`src/rtl/capture_ctrl.sv`:
```
// Capture sequencer for the acquisition buffer: fills the pre-trigger region of a
// circular sample RAM, qualifies the channel triggers, then writes the post-trigger region.
module capture_ctrl #(
  parameter int NUM_CH = 5,
  parameter int ADDR_W = 9
) (
  input  logic              clk,
  input  logic              rst,
  input  logic              start,
  input  logic              abort,
  input  logic              clr_done,
  input  logic [ADDR_W-1:0] trig_pos,
  input  logic [NUM_CH-1:0] ch_en,
  input  logic [NUM_CH-1:0] ch_trig,
  input  logic              smpl_en,
  output logic              armed,
  output logic              we,
  output logic [ADDR_W-1:0] waddr,
  output logic [ADDR_W-1:0] trig_addr,
  output logic              triggered,
  output logic              busy,
  output logic              capture_done
);

  typedef enum logic [2:0] {
    S_IDLE,
    S_PRETRIG,
    S_ARMED,
    S_POSTTRIG,
    S_DONE
  } state_e;

  state_e            state_q, state_d;
  logic [ADDR_W-1:0] waddr_q, waddr_d;
  logic [ADDR_W-1:0] pre_cnt_q, pre_cnt_d;
  logic [ADDR_W-1:0] trig_pos_q, trig_pos_d;
  logic [ADDR_W-1:0] trig_addr_q, trig_addr_d;
  logic [ADDR_W:0]   post_cnt_q, post_cnt_d;
  logic              triggered_q, triggered_d;
  logic              armed_q, busy_q, done_q;
  logic              trig_in;
  logic              writing;

  // Disabled channels are don't-care; an all-disabled mask must never fire.
  assign trig_in = (|ch_en) & (&(ch_trig | ~ch_en));
  assign writing = smpl_en & ((state_q == S_PRETRIG) || (state_q == S_ARMED) ||
                              (state_q == S_POSTTRIG));

  always_comb begin
    // NOTE: every _d starts from its _q so no path through this block infers a latch.
    state_d     = state_q;
    waddr_d     = waddr_q;
    pre_cnt_d   = pre_cnt_q;
    trig_pos_d  = trig_pos_q;
    trig_addr_d = trig_addr_q;
    post_cnt_d  = post_cnt_q;
    triggered_d = triggered_q;

    if (writing) waddr_d = waddr_q + ADDR_W'(1);

    if (abort && (state_q != S_IDLE)) begin
      state_d     = S_IDLE;
      triggered_d = 1'b0;
    end else begin
      unique case (state_q)
        S_IDLE: begin
          if (start) begin
            trig_pos_d  = trig_pos;
            waddr_d     = '0;
            pre_cnt_d   = '0;
            triggered_d = 1'b0;
            state_d     = (trig_pos == '0) ? S_ARMED : S_PRETRIG;
          end
        end
        S_PRETRIG: begin
          if (writing) begin
            pre_cnt_d = pre_cnt_q + ADDR_W'(1);
            if (pre_cnt_q == trig_pos_q - ADDR_W'(1)) state_d = S_ARMED;
          end
        end
        S_ARMED: begin
          if (trig_in) begin
            state_d     = S_POSTTRIG;
            triggered_d = 1'b1;
            post_cnt_d  = '0;
            // A sample written in the trigger cycle still belongs to the pre-trigger region.
            trig_addr_d = writing ? waddr_q + ADDR_W'(1) : waddr_q;
          end
        end
        S_POSTTRIG: begin
          if (writing) begin
            post_cnt_d = post_cnt_q + (ADDR_W+1)'(1);
            // DEPTH-1-trig_pos is the bitwise complement of trig_pos in ADDR_W bits.
            if (post_cnt_q == {1'b0, ~trig_pos_q}) state_d = S_DONE;
          end
        end
        S_DONE: begin
          if (clr_done) begin
            state_d     = S_IDLE;
            triggered_d = 1'b0;
          end
        end
        default: state_d = S_IDLE;
      endcase
    end
  end

  // NOTE: synchronous active-high reset; all state uses non-blocking assignment.
  always_ff @(posedge clk) begin
    if (rst) begin
      state_q     <= S_IDLE;
      waddr_q     <= '0;
      pre_cnt_q   <= '0;
      trig_pos_q  <= '0;
      trig_addr_q <= '0;
      post_cnt_q  <= '0;
      triggered_q <= 1'b0;
      armed_q     <= 1'b0;
      busy_q      <= 1'b0;
      done_q      <= 1'b0;
    end else begin
      state_q     <= state_d;
      waddr_q     <= waddr_d;
      pre_cnt_q   <= pre_cnt_d;
      trig_pos_q  <= trig_pos_d;
      trig_addr_q <= trig_addr_d;
      post_cnt_q  <= post_cnt_d;
      triggered_q <= triggered_d;
      armed_q     <= (state_d == S_ARMED);
      busy_q      <= (state_d != S_IDLE);
      done_q      <= (state_d == S_DONE);
    end
  end

  assign armed        = armed_q;
  assign busy         = busy_q;
  assign capture_done = done_q;
  assign triggered    = triggered_q;
  assign trig_addr    = trig_addr_q;
  assign waddr        = waddr_q;
  assign we           = writing;

endmodule

```
`config.mk`:
```
export PLATFORM = sky130hd
export DESIGN_NAME = capture_ctrl
export DESIGN_NICKNAME = d
export VERILOG_FILES = /design/src/rtl/capture_ctrl.sv
export SDC_FILE = /design/constraint.sdc
export NUM_CORES = 1
export LEC_CHECK = 0
export ABC_AREA = 1
export BUFFER_PORTS_ARGS = -buffer_cell sky130_fd_sc_hd__buf_4
export CORE_MARGIN = 3
export CORE_UTILIZATION = 61
export DETAILED_ROUTE_END_ITERATION = 8
export MAX_ROUTING_LAYER = met4
export PLACE_DENSITY_LB_ADDON = 0.2
export RECOVER_POWER = 50
export SYNTH_ARGS = -nofsm -noshare
export SYNTH_HDL_FRONTEND = slang
export SYNTH_SLANG_ARGS = --single-unit
```
`constraint.sdc`:
```
create_clock -name clk -period 4.1 [get_ports clk]
set_clock_uncertainty 0.05 [all_clocks]
set_input_delay 0.82 -clock clk [delete_from_list [all_inputs] [get_ports clk]]
set_output_delay 0.82 -clock clk [all_outputs]
set_load 0.005 [all_outputs]
```
==> qor.csv <==
metric;value;unit
status;completed;
Post-synth EDFFs;0;
vias in the first global route;2783;
first-pass GRT wire length;13000;µm
CTS H-tree depth;2;
static leakage;1.56;nW
Worst-Margin Slew;1.17;ns
final setup vio count;0;
crit-path leading delay family;buffers and inverters;
main combinational cell family by area after synthesis;simple AND/OR/NAND/NOR gates;
GPL Wtd Cong;0.934;
nets;521;
slowest stage cell, crit path;clkbuf_1;
FMAX;0.380;GHz
Cells after Synth;451;
Hold Path Class;flop to flop;
GRT overflow;0;
Core Util, Final;73.2;%
area leader, netlist;dfxtp_1;
final slew viol count;0;
Worst Path Max Fanout;21;
DIE HEIGHT;76.9;µm
site row count;25;
Setup CP Type;input port to flop;
Worst-path clk slew;0.09;ns
Initial DRC Count;270;
RSZ-0062 raised after global routing;no;
Mapped Area;3070;µm²
setup bufs post-CTS;0;
Clock Path Buffers;2;
syn avg cell area;6.80;µm²
clk_lat worst skew;0.32;ns
vias per inst;5.34;
Final ANT Viol Nets;0;
TritonCTS clock tree;built;
startpoint type of the worst setup path;input port;
number of synthesized register bits;53;
first drt pass iteration count;5;
die width;76.9;µm
cts bufs inserted;5;
cts repair resizes;0;
most common cell after layout, fill and taps aside;nand2_1;
fin crit period;2.63;ns
Clock Sinks;53;
Max Cap Viol;0;
fin crit share;64.2;%
initial antenna violation count;0;
Worst path max stage delay;0.63;ns
# hold bufs at CTS;0;
relative slew slack;21.8;%
ys async rst share;0;%
Yosys top cell area share;34.6;%
PwrDens;308;nW/µm²
full die area;5910;µm²
Data required, critical path;4.23;ns
worst path cell trace;clkbuf_1, inv_1, nand2_1, inv_1, o21ai_0, a21oi_1;
Ys Warns;0;
Top Ports;48;
initial core utilization;64.1;%
Synth Area in Compound Gates;12.0;%
CTS root buffer;clkbuf_8;
share of cells above drive strength 1;15.6;%
ys flop type;dfxtp_1;
crit path DAT;2.76;ns
Crit path top cell by count;inv_1;
register area share after synthesis;34.6;%
crit end category;flop;
vias;2993;
wirelength, routed;7620;µm
synth top area cells;dfxtp_1 (35%), nand2_1 (13%), inv_1 (7.6%), nor2_1 (7.2%), a21oi_1 (5.4%);
mux contribution to synthesized area;0.326;%
area grow syn2layout;14.2;%
Post-route DRC;0;
Yosys cell types;37;
antenna cell count;0;
number of buffers and inverters on the critical path;3;
port buffer count;47;
largest net degree at the start of global routing;22;
adder-cell area share of the yosys netlist;1.63;%
Post-Synth Simple-Gate Area;35.1;%
XOR/XNOR share of the synthesized area;5.71;%
DP HPWL;5770;µm
Total Neg Setup Slack;0;ns
Syn Nets;480;
Tot GR Track Use;27.8;%
most frequent cells in the layout;nand2_1 (105), inv_1 (62), nor2_1 (60);
Final Hold Vio Count;0;
wire per inst;13.6;µm
peak supply drop;225;µV
core area;4790;µm²
area by class of cell:
class	instances	area, µm²
inverters	65	245
clock buffers	6	72.6
clock inverters	2	38.8
well taps	67	83.8
fillers	409	1280
repair buffers	47	342
multi-input cells	320	1660
flip-flops and latches	53	1060
registers in the layout, summed over array words and instances (netlist names):
name          flops
armed             1
busy              1
capture_done      1
post_cnt_q       10
pre_cnt_q         9
state_q           3
trig_addr         9
trig_pos_q        9
triggered         1
waddr             9
through the flow:
step           total power [mW]  std cells  instance area (µm²)  setup slack [ns]  hold slack, ns
6_report                   1.08        560                 3500              1.47           0.465
5_1_grt                    1.12        560                 3500              1.24           0.487
4_1_cts                    1.08        560                 3540              1.70           0.465
3_5_place_dp              0.725        552                 3420              1.72           0.452
3_3_place_gp              0.721        552                 3420              1.78           0.444
2_1_floorplan             0.676        451                 3070              2.22           0.419
synthesized netlist by cell type (2+ instances only):
| library cell | number |
|---|---|
| nand2_1 | 105 |
| inv_1 | 62 |
| nor2_1 | 59 |
| dfxtp_1 | 53 |
| a21oi_1 | 33 |
| nand3_1 | 20 |
| o21ai_0 | 20 |
| nor3_1 | 13 |
| xor2_1 | 11 |
| nand4_1 | 10 |
| xnor2_1 | 9 |
| buf_2 | 5 |
| ha_1 | 4 |
| nand3_2 | 4 |
| nand3b_1 | 4 |
| nor3_2 | 4 |
| o22ai_1 | 4 |
| a211oi_2 | 3 |
| buf_6 | 3 |
| clkbuf_1 | 3 |
| nor2_4 | 3 |
| inv_2 | 2 |
| nand2_2 | 2 |
| nand2_4 | 2 |
power breakdown:
part | leakage, nW | internal (mW) | switching [mW]
sequential | 0.430 | 0.528 | 0.0185
combinational | 1.08 | 0.0632 | 0.106
clock | 0.0554 | 0.184 | 0.180
path summary, 6_finish.rpt:
check | startpoint | endpoint | slack [ns] | cells after the start
worst min-delay path | triggered | triggered | 0.46 | 2
worst max-delay path | rst | pre_cnt_q[0] | 1.47 | 6
worst min register to register | triggered | triggered | 0.46 | 2
worst max register to register | state_q[0] | post_cnt_q[9] | 1.62 | 8
routing by layer:
layer / up-vias / global-route usage, % / wire length, µm
li1: 1515 / - / -
met1: 1342 / 36.3 / 3390
met3: 14 / 4.11 / 540
met4: 0 / 7.79 / 133
met2: 122 / 44.9 / 3560
met5: - / - / 0
logic make-up after synthesis:
family,count (synthesis)
compound gates,65
xor+xnor,20
fa+ha+maj,4
buf+inv,78
flops,53
mux,1
simple gates,230
worst min-delay path, cell delays in order, from the launching register on:
cell      delay (ns)
dfxtp_1         0.33
nand3_1         0.08
a211oi_1        0.07
Power figures use the tool's default switching activity.
